[config.mk]
export PLATFORM = sky130hd
export DESIGN_NAME = program_executor_flat
export DESIGN_NICKNAME = d
export VERILOG_FILES = /design/src/rtl/program_executor_if.sv /design/src/rtl/program_executor.sv /design/src/flat_wrapper.sv
export SDC_FILE = /design/constraint.sdc
export NUM_CORES = 1
export LEC_CHECK = 0
export BUFFER_PORTS_ARGS = -buffer_cell sky130_fd_sc_hd__buf_2
export CAP_MARGIN = 20
export CORE_ASPECT_RATIO = 0.7
export CORE_MARGIN = 5
export CORE_UTILIZATION = 55
export DETAILED_ROUTE_END_ITERATION = 6
export GPL_ROUTABILITY_DRIVEN = 0
export HOLD_SLACK_MARGIN = 0.12
export PLACE_DENSITY = 0.72
export SKIP_CTS_REPAIR_TIMING = 1
export SYNTH_ARGS = -nofsm -noshare
export SYNTH_HDL_FRONTEND = slang
export SYNTH_SLANG_ARGS = --single-unit
export TNS_END_PERCENT = 10
[constraint.sdc]
create_clock -name clock -period 56.5 [get_ports clock]
set_clock_uncertainty 0.2 [all_clocks]
set_input_delay 11.3 -clock clock [delete_from_list [all_inputs] [get_ports clock]]
set_output_delay 11.3 -clock clock [all_outputs]
set_load 0.005 [all_outputs]
[src/rtl/program_executor_if.sv]
// Memory bus between the program executor (master) and its program/data memory (slave).
interface program_executor_if;
  localparam int unsigned AW = 8;
  localparam int unsigned DW = 16;

  logic [AW-1:0] mem_addr;
  logic          mem_rd;
  logic [DW-1:0] mem_rdata;
  logic          mem_wr;
  logic [DW-1:0] mem_wdata;

  modport master (
    output mem_addr,
    output mem_rd,
    output mem_wr,
    output mem_wdata,
    input  mem_rdata
  );

  modport slave (
    input  mem_addr,
    input  mem_rd,
    input  mem_wr,
    input  mem_wdata,
    output mem_rdata
  );
endinterface

[src/rtl/program_executor.sv]
// Multi-cycle accumulator-style program executor: fetch / execute over a single
// read-latency-1 memory port, with illegal-opcode and step-timeout faults.
module program_executor #(
  parameter int unsigned MAX_STEPS = 64
) (
  input  logic               clock,
  input  logic               reset,
  input  logic               start,
  program_executor_if.master mem,
  output logic               busy,
  output logic               done,
  output logic               fault,
  output logic [1:0]         fault_code,
  output logic               div_by_zero,
  output logic [15:0]        result,
  output logic [7:0]         pc
);
  localparam int unsigned AW = 8;
  localparam int unsigned DW = 16;
  localparam int unsigned SW = 16;
  localparam int unsigned OW = 4;

  localparam logic [OW-1:0] OP_BRA = 4'd0;
  localparam logic [OW-1:0] OP_LDA = 4'd1;
  localparam logic [OW-1:0] OP_LDB = 4'd2;
  localparam logic [OW-1:0] OP_STR = 4'd3;
  localparam logic [OW-1:0] OP_ADD = 4'd4;
  localparam logic [OW-1:0] OP_SUB = 4'd5;
  localparam logic [OW-1:0] OP_MUL = 4'd6;
  localparam logic [OW-1:0] OP_DIV = 4'd7;
  localparam logic [OW-1:0] OP_HLT = 4'd8;
  localparam logic [OW-1:0] OP_OR  = 4'd9;
  localparam logic [OW-1:0] OP_AND = 4'd10;

  localparam logic [1:0] FC_NONE    = 2'd0;
  localparam logic [1:0] FC_ILLEGAL = 2'd1;
  localparam logic [1:0] FC_TIMEOUT = 2'd2;

  typedef enum logic [2:0] {
    S_IDLE,
    S_FETCH,
    S_FETCH_WAIT,
    S_EXECUTE,
    S_LOAD_WAIT,
    S_HALTED,
    S_FAULT
  } state_e;

  state_e        state_q, state_d;
  logic [AW-1:0] pc_q, pc_d;
  logic [DW-1:0] a_q, a_d;
  logic [DW-1:0] b_q, b_d;
  logic [DW-1:0] c_q, c_d;
  logic [DW-1:0] ir_q, ir_d;
  logic [SW-1:0] step_q, step_d;
  logic          dbz_q, dbz_d;
  logic [1:0]    fcode_q, fcode_d;
  logic [AW-1:0] mem_addr_q, mem_addr_d;
  logic          mem_rd_q, mem_rd_d;
  logic          mem_wr_q, mem_wr_d;
  logic          busy_q, busy_d;
  logic          done_q, done_d;
  logic          fault_q, fault_d;

  logic [OW-1:0] ir_op;
  logic [AW-1:0] ir_addr;
  logic [OW-1:0] fetch_op;
  logic [OW-1:0] next_op;
  logic          ir_is_alu;
  logic [DW-1:0] alu_c;
  logic          alu_dbz;
  logic          unused_ir_bits;

  assign ir_op          = ir_q[15:12];
  assign ir_addr        = ir_q[7:0];
  assign fetch_op       = mem.mem_rdata[15:12];
  assign unused_ir_bits = ^ir_q[11:8];

  // ALU result for the instruction held in IR
  always_comb begin
    alu_c     = c_q;
    alu_dbz   = 1'b0;
    ir_is_alu = 1'b1;
    case (ir_op)
      OP_ADD: alu_c = a_q + b_q;
      OP_SUB: alu_c = a_q - b_q;
      OP_MUL: alu_c = a_q * b_q;
      OP_DIV: begin
        if (b_q == '0) begin
          alu_c   = '1;
          alu_dbz = 1'b1;
        end else begin
          alu_c = a_q / b_q;
        end
      end
      OP_OR:   alu_c = a_q | b_q;
      OP_AND:  alu_c = a_q & b_q;
      default: ir_is_alu = 1'b0;
    endcase
  end

  // Next-state, datapath updates and registered bus/status outputs
  always_comb begin
    state_d    = state_q;
    pc_d       = pc_q;
    a_d        = a_q;
    b_d        = b_q;
    c_d        = c_q;
    ir_d       = ir_q;
    step_d     = step_q;
    dbz_d      = dbz_q;
    fcode_d    = fcode_q;
    mem_addr_d = '0;
    mem_rd_d   = 1'b0;
    mem_wr_d   = 1'b0;
    busy_d     = 1'b0;
    done_d     = 1'b0;
    fault_d    = 1'b0;
    next_op    = '0;

    case (state_q)
      S_IDLE, S_HALTED: begin
        if (start) begin
          state_d = S_FETCH;
          pc_d    = '0;
          a_d     = '0;
          b_d     = '0;
          c_d     = '0;
          step_d  = '0;
          dbz_d   = 1'b0;
          fcode_d = FC_NONE;
        end
      end
      S_FETCH: state_d = S_FETCH_WAIT;
      S_FETCH_WAIT: begin
        ir_d   = mem.mem_rdata;
        step_d = step_q + SW'(1);
        if ((step_d == SW'(MAX_STEPS)) && (fetch_op != OP_HLT)) begin
          state_d = S_FAULT;
          fcode_d = FC_TIMEOUT;
        end else begin
          state_d = S_EXECUTE;
        end
      end
      S_EXECUTE: begin
        if (ir_is_alu) begin
          c_d     = alu_c;
          dbz_d   = dbz_q | alu_dbz;
          pc_d    = pc_q + AW'(1);
          state_d = S_FETCH;
        end else begin
          case (ir_op)
            OP_LDA, OP_LDB: state_d = S_LOAD_WAIT;
            OP_STR: begin
              pc_d    = pc_q + AW'(1);
              state_d = S_FETCH;
            end
            OP_BRA: begin
              pc_d    = ir_addr;
              state_d = S_FETCH;
            end
            OP_HLT: state_d = S_HALTED;
            default: begin
              state_d = S_FAULT;
              fcode_d = FC_ILLEGAL;
            end
          endcase
        end
      end
      S_LOAD_WAIT: begin
        if (ir_op == OP_LDA) begin
          a_d = mem.mem_rdata;
        end else begin
          b_d = mem.mem_rdata;
        end
        pc_d    = pc_q + AW'(1);
        state_d = S_FETCH;
      end
      S_FAULT: state_d = S_FAULT;
      default: state_d = S_IDLE;
    endcase

    // Bus strobes and status are registered against the state being entered
    busy_d  = !(state_d inside {S_IDLE, S_HALTED, S_FAULT});
    done_d  = (state_d == S_HALTED);
    fault_d = (state_d == S_FAULT);
    next_op = ir_d[15:12];
    if (state_d == S_FETCH) begin
      mem_addr_d = pc_d;
      mem_rd_d   = 1'b1;
    end else if (state_d == S_EXECUTE) begin
      if ((next_op == OP_LDA) || (next_op == OP_LDB)) begin
        mem_addr_d = ir_d[7:0];
        mem_rd_d   = 1'b1;
      end else if (next_op == OP_STR) begin
        mem_addr_d = ir_d[7:0];
        mem_wr_d   = 1'b1;
      end
    end
  end

  // State and datapath registers with synchronous reset
  always_ff @(posedge clock) begin
    if (reset) begin
      state_q    <= S_IDLE;
      pc_q       <= '0;
      a_q        <= '0;
      b_q        <= '0;
      c_q        <= '0;
      ir_q       <= '0;
      step_q     <= '0;
      dbz_q      <= 1'b0;
      fcode_q    <= FC_NONE;
      mem_addr_q <= '0;
      mem_rd_q   <= 1'b0;
      mem_wr_q   <= 1'b0;
      busy_q     <= 1'b0;
      done_q     <= 1'b0;
      fault_q    <= 1'b0;
    end else begin
      state_q    <= state_d;
      pc_q       <= pc_d;
      a_q        <= a_d;
      b_q        <= b_d;
      c_q        <= c_d;
      ir_q       <= ir_d;
      step_q     <= step_d;
      dbz_q      <= dbz_d;
      fcode_q    <= fcode_d;
      mem_addr_q <= mem_addr_d;
      mem_rd_q   <= mem_rd_d;
      mem_wr_q   <= mem_wr_d;
      busy_q     <= busy_d;
      done_q     <= done_d;
      fault_q    <= fault_d;
    end
  end

  assign mem.mem_addr  = mem_addr_q;
  assign mem.mem_rd    = mem_rd_q;
  assign mem.mem_wr    = mem_wr_q;
  assign mem.mem_wdata = c_q;
  assign busy          = busy_q;
  assign done          = done_q;
  assign fault         = fault_q;
  assign fault_code    = fcode_q;
  assign div_by_zero   = dbz_q;
  assign result        = c_q;
  assign pc            = pc_q;
endmodule

[src/flat_wrapper.sv]
// flat-port wrapper written by rule: the top's interface ports become plain ports
module program_executor_flat 
#(
  parameter int unsigned MAX_STEPS = 64
)
  (clock, reset, start, busy, done, fault, fault_code, div_by_zero, result, pc, mem_mem_addr, mem_mem_rd, mem_mem_wr, mem_mem_wdata, mem_mem_rdata);
  program_executor_if mem_i ();
  input  logic clock;
  input  logic reset;
  input  logic start;
  output logic busy;
  output logic done;
  output logic fault;
  output logic [1:0] fault_code;
  output logic div_by_zero;
  output logic [15:0] result;
  output logic [7:0] pc;
  output wire logic [$bits(mem_i.mem_addr)-1:0] mem_mem_addr;
  output wire logic [$bits(mem_i.mem_rd)-1:0] mem_mem_rd;
  output wire logic [$bits(mem_i.mem_wr)-1:0] mem_mem_wr;
  output wire logic [$bits(mem_i.mem_wdata)-1:0] mem_mem_wdata;
  input wire logic [$bits(mem_i.mem_rdata)-1:0] mem_mem_rdata;
  assign mem_mem_addr = mem_i.mem_addr;
  assign mem_mem_rd = mem_i.mem_rd;
  assign mem_mem_wr = mem_i.mem_wr;
  assign mem_mem_wdata = mem_i.mem_wdata;
  assign mem_i.mem_rdata = mem_mem_rdata;
  program_executor #(.MAX_STEPS(MAX_STEPS)) u_core (.clock(clock), .reset(reset), .start(start), .mem(mem_i), .busy(busy), .done(done), .fault(fault), .fault_code(fault_code), .div_by_zero(div_by_zero), .result(result), .pc(pc));
endmodule
==> results.sh <==
export IMPL_viasPerCell=6.37
export IMPL_slew_headroom=0.361
export IMPL_timing_fmax_mhz=32.3
export IMPL_area_growth_pct=5.87
export IMPL_synth_edf_count=0
export IMPL_synth_cell_types=93
export IMPL_grt_pass1_wl_mm=86.5
export IMPL_grt_pass1_vias=16100
export IMPL_io_pins=75
export IMPL_ff2ff_setup_slack_ns=25.49
export IMPL_cts_root_buffer="clkbuf_16"
export IMPL_fin_crit_sh=0.549
export IMPL_endpoint="u_core.mem.mem_wdata[0]$_SDFFE_PP0P_"
export IMPL_wl_per_cell_um=20.6
export IMPL_netlist_instances=2259
export IMPL_route_detailed_drc=0
export IMPL_fin_nets=2571
export IMPL_die_w_um=219
export IMPL_cp_max_fo=19
export IMPL_die_height_um=156
export IMPL_slowest_stage="o41ai_1"
export IMPL_required_ns=56.47
export IMPL_io_buffer_count=74
export IMPL_critPathKind="reg2reg"
export IMPL_avgSynthCellArea_um2=7.44
export IMPL_rsz0062_at_grt="no"
export IMPL_grt_total_usage=0.313
export IMPL_finish_utilization=0.592
export IMPL_start_util=0.559
export IMPL_reg2reg_from="u_core.b_q[2]$_SDFFE_PP0P_"
export IMPL_max_stage_delay_ns=0.91
export IMPL_synth_cell_area_um2=16800
export IMPL_reg2reg_depth=111
export IMPL_path_clk_slew_ns=0.08
export IMPL_drive_gt1_frac=0.0886
export IMPL_wirelength_mm=55.2
export IMPL_ys_seq_elements=103
export IMPL_cap_violations=0
export IMPL_antenna_found_initial=1
export IMPL_clockBufferDepth=2
export IMPL_hold_viol=0
export IMPL_core_um2=30000
export IMPL_syn_nets=2567
export IMPL_clk_latency_ns=0.35
export IMPL_vias=17100
export IMPL_antenna_cells=0
export IMPL_ys_flop_type="dfxtp_1"
export IMPL_grt_remaining_overflow=0
export IMPL_hpwl_mm=42.4
export IMPL_fin_tns_setup_ns=0
export IMPL_final_max_slew_viol_count=0
export IMPL_die_area_um2=34200
export IMPL_worst_hold_path_type="reg2reg"
export IMPL_setup_viol=0
export IMPL_crit_path_end_kind="flip-flop"
export IMPL_grt_max_degree=91
export IMPL_yosysTopAreaCellShare=0.155
export IMPL_cts_buffers=9
export IMPL_yosysSeqAreaShare=0.123
export IMPL_cts_sinks=103
export IMPL_cts_tree="yes"
export IMPL_startpoint_type="flip-flop"
export IMPL_critPathArrivalTime_ns=30.98
export IMPL_initialDrtViolationCount=1766
export IMPL_firstDrtPassIters=6
export IMPL_h_tree_depth=3
export IMPL_ys_warn_count=0
export IMPL_crit_top_cell="ha_1"
export IMPL_layout_min_cycle_time_ns=31.01
export IMPL_netlist_top_cells_area="ha_1 15%, dfxtp_1 12%, fa_1 9.7%, nand2_1 6.5%, a21oi_1 5.5%"
export IMPL_synth_async_reset_ratio=0
export IMPL_status="finished, final reports clean"
export IMPL_rows=53
export IMPL_postRouteAntennaNets=0
export IMPL_tightest_slew_ns=0.959
export IMPL_r2r_end="u_core.mem.mem_wdata[0]$_SDFFE_PP0P_"
export IMPL_crit_path_start="u_core.b_q[2]$_SDFFE_PP0P_"
export IMPL_synth_top_cell_by_area="ha_1"
-- through the flow --
stage                     cell area (um^2)  setup WS [ns]  hold slack (ns)  std cells
final                                17800          25.49            0.284       2680
after global routing                 17800          23.32            0.316       2680
after CTS                            17800          26.12            0.285       2680
after detailed placement             17500          26.23            0.268       2664
after global placement               17500          27.50            0.261       2663
after floorplan                      16800          30.33            0.248       2259
-- cells in the mapped netlist, drive strengths merged, types with 23 or more instances --
master / number
a31oi: 27
fa: 81
ha: 208
dfxtp: 103
nand2b: 24
inv: 172
and2: 23
nor3: 60
a211oi: 24
buf: 34
nand3: 78
o21a: 45
or3: 24
nor2: 209
xnor2: 88
o21ai: 68
nand2: 291
a21oi: 186
o211ai: 28
a21o: 41
xor2: 51
clkbuf: 87
-- critical path, delay by kind of cell (launching register included) --
kind | cells | cell delay, ns
AO/OA/AOI/OAI | 63 | 17.47
AND/OR/NAND/NOR | 24 | 5.34
adder cells (fa/ha/maj) | 15 | 4.53
multiplexers | 5 | 1.92
buffers and inverters | 4 | 0.74
flip-flops | 1 | 0.55
-- worst min-delay path by stage --
| stage | start | endpoint | slack, ns | cells after the start |
|---|---|---|---|---|
| 2_1_floorplan | u_core.mem.mem_wdata[13]$_SDFFE_PP0P_ | u_core.mem.mem_wdata[13]$_SDFFE_PP0P_ | 0.25 | 2 |
| 3_3_place_gp | u_core.mem.mem_wdata[4]$_SDFFE_PP0P_ | u_core.mem.mem_wdata[4]$_SDFFE_PP0P_ | 0.26 | 2 |
| 3_5_place_dp | u_core.mem.mem_wdata[8]$_SDFFE_PP0P_ | u_core.mem.mem_wdata[8]$_SDFFE_PP0P_ | 0.27 | 2 |
| 4_1_cts | u_core.mem.mem_wdata[8]$_SDFFE_PP0P_ | u_core.mem.mem_wdata[8]$_SDFFE_PP0P_ | 0.28 | 2 |
| 5_1_grt | u_core.mem.mem_wdata[7]$_SDFFE_PP0P_ | u_core.mem.mem_wdata[7]$_SDFFE_PP0P_ | 0.32 | 2 |
| 6_report | u_core.mem.mem_wdata[7]$_SDFFE_PP0P_ | u_core.mem.mem_wdata[7]$_SDFFE_PP0P_ | 0.28 | 2 |
-- area by class of cell --
cell class,count,area (um^2)
inverters,174,653
well taps,412,515
multi-input cells,1861,13600
flip-flops and latches,103,2060
clock buffers,9,225
repair buffers,114,671
fillers,2816,12300
clock inverters,7,95.1
-- cell usage in the layout (no fill, tap or decap), types with 21 or more instances in the layout --
cell	instances
a211oi_1	23
a21o_1	39
a21oi_1	184
a31oi_1	26
and2_1	22
and3_1	21
buf_2	74
buf_4	40
dfxtp_1	103
fa_1	81
ha_1	208
inv_1	171
nand2_1	291
nand2b_1	24
nand3_1	77
nor2_1	206
nor3_1	58
o211ai_1	27
o21a_1	45
o21ai_0	65
or3_1	24
xnor2_1	88
xor2_1	51
-- per-layer routing --
metal	vias to the layer above	part of all wire	wire [um]	global-route usage
met3	139	0.13	6970	0.0982
li1	7965	-	-	-
met2	930	0.40	22200	0.451
met5	-	0.00024	13	0
met4	2	0.030	1660	0.0819
met1	8041	0.44	24400	0.453
-- state kept, by name, indices dropped and copies added (netlist names) --
name,count
u_core.a_q,16
u_core.b_q,16
u_core.mem.mem_wdata,16
u_core.step_q,16
u_core.ir_q,12
u_core.mem.mem_addr,8
u_core.pc,8
u_core.state_q,3
u_core.fault_code,2
u_core.busy,1
u_core.div_by_zero,1
u_core.done,1
u_core.fault,1
u_core.mem.mem_rd,1
u_core.mem.mem_wr,1
-- cells by family after synthesis --
kind of cell | Yosys count | share of synthesized area
XOR/XNOR | 139 | 0.0725
AO/OA/AOI/OAI | 579 | 0.232
AND/OR/NAND/NOR | 816 | 0.226
buffers and inverters | 295 | 0.0713
multiplexers | 38 | 0.0240
flip-flops | 103 | 0.123
adder cells (fa/ha/maj) | 289 | 0.251
Power is left out: the tool's default activity adds up to more than one toggle a clock period on the data nets, which glitch-free logic cannot reach.
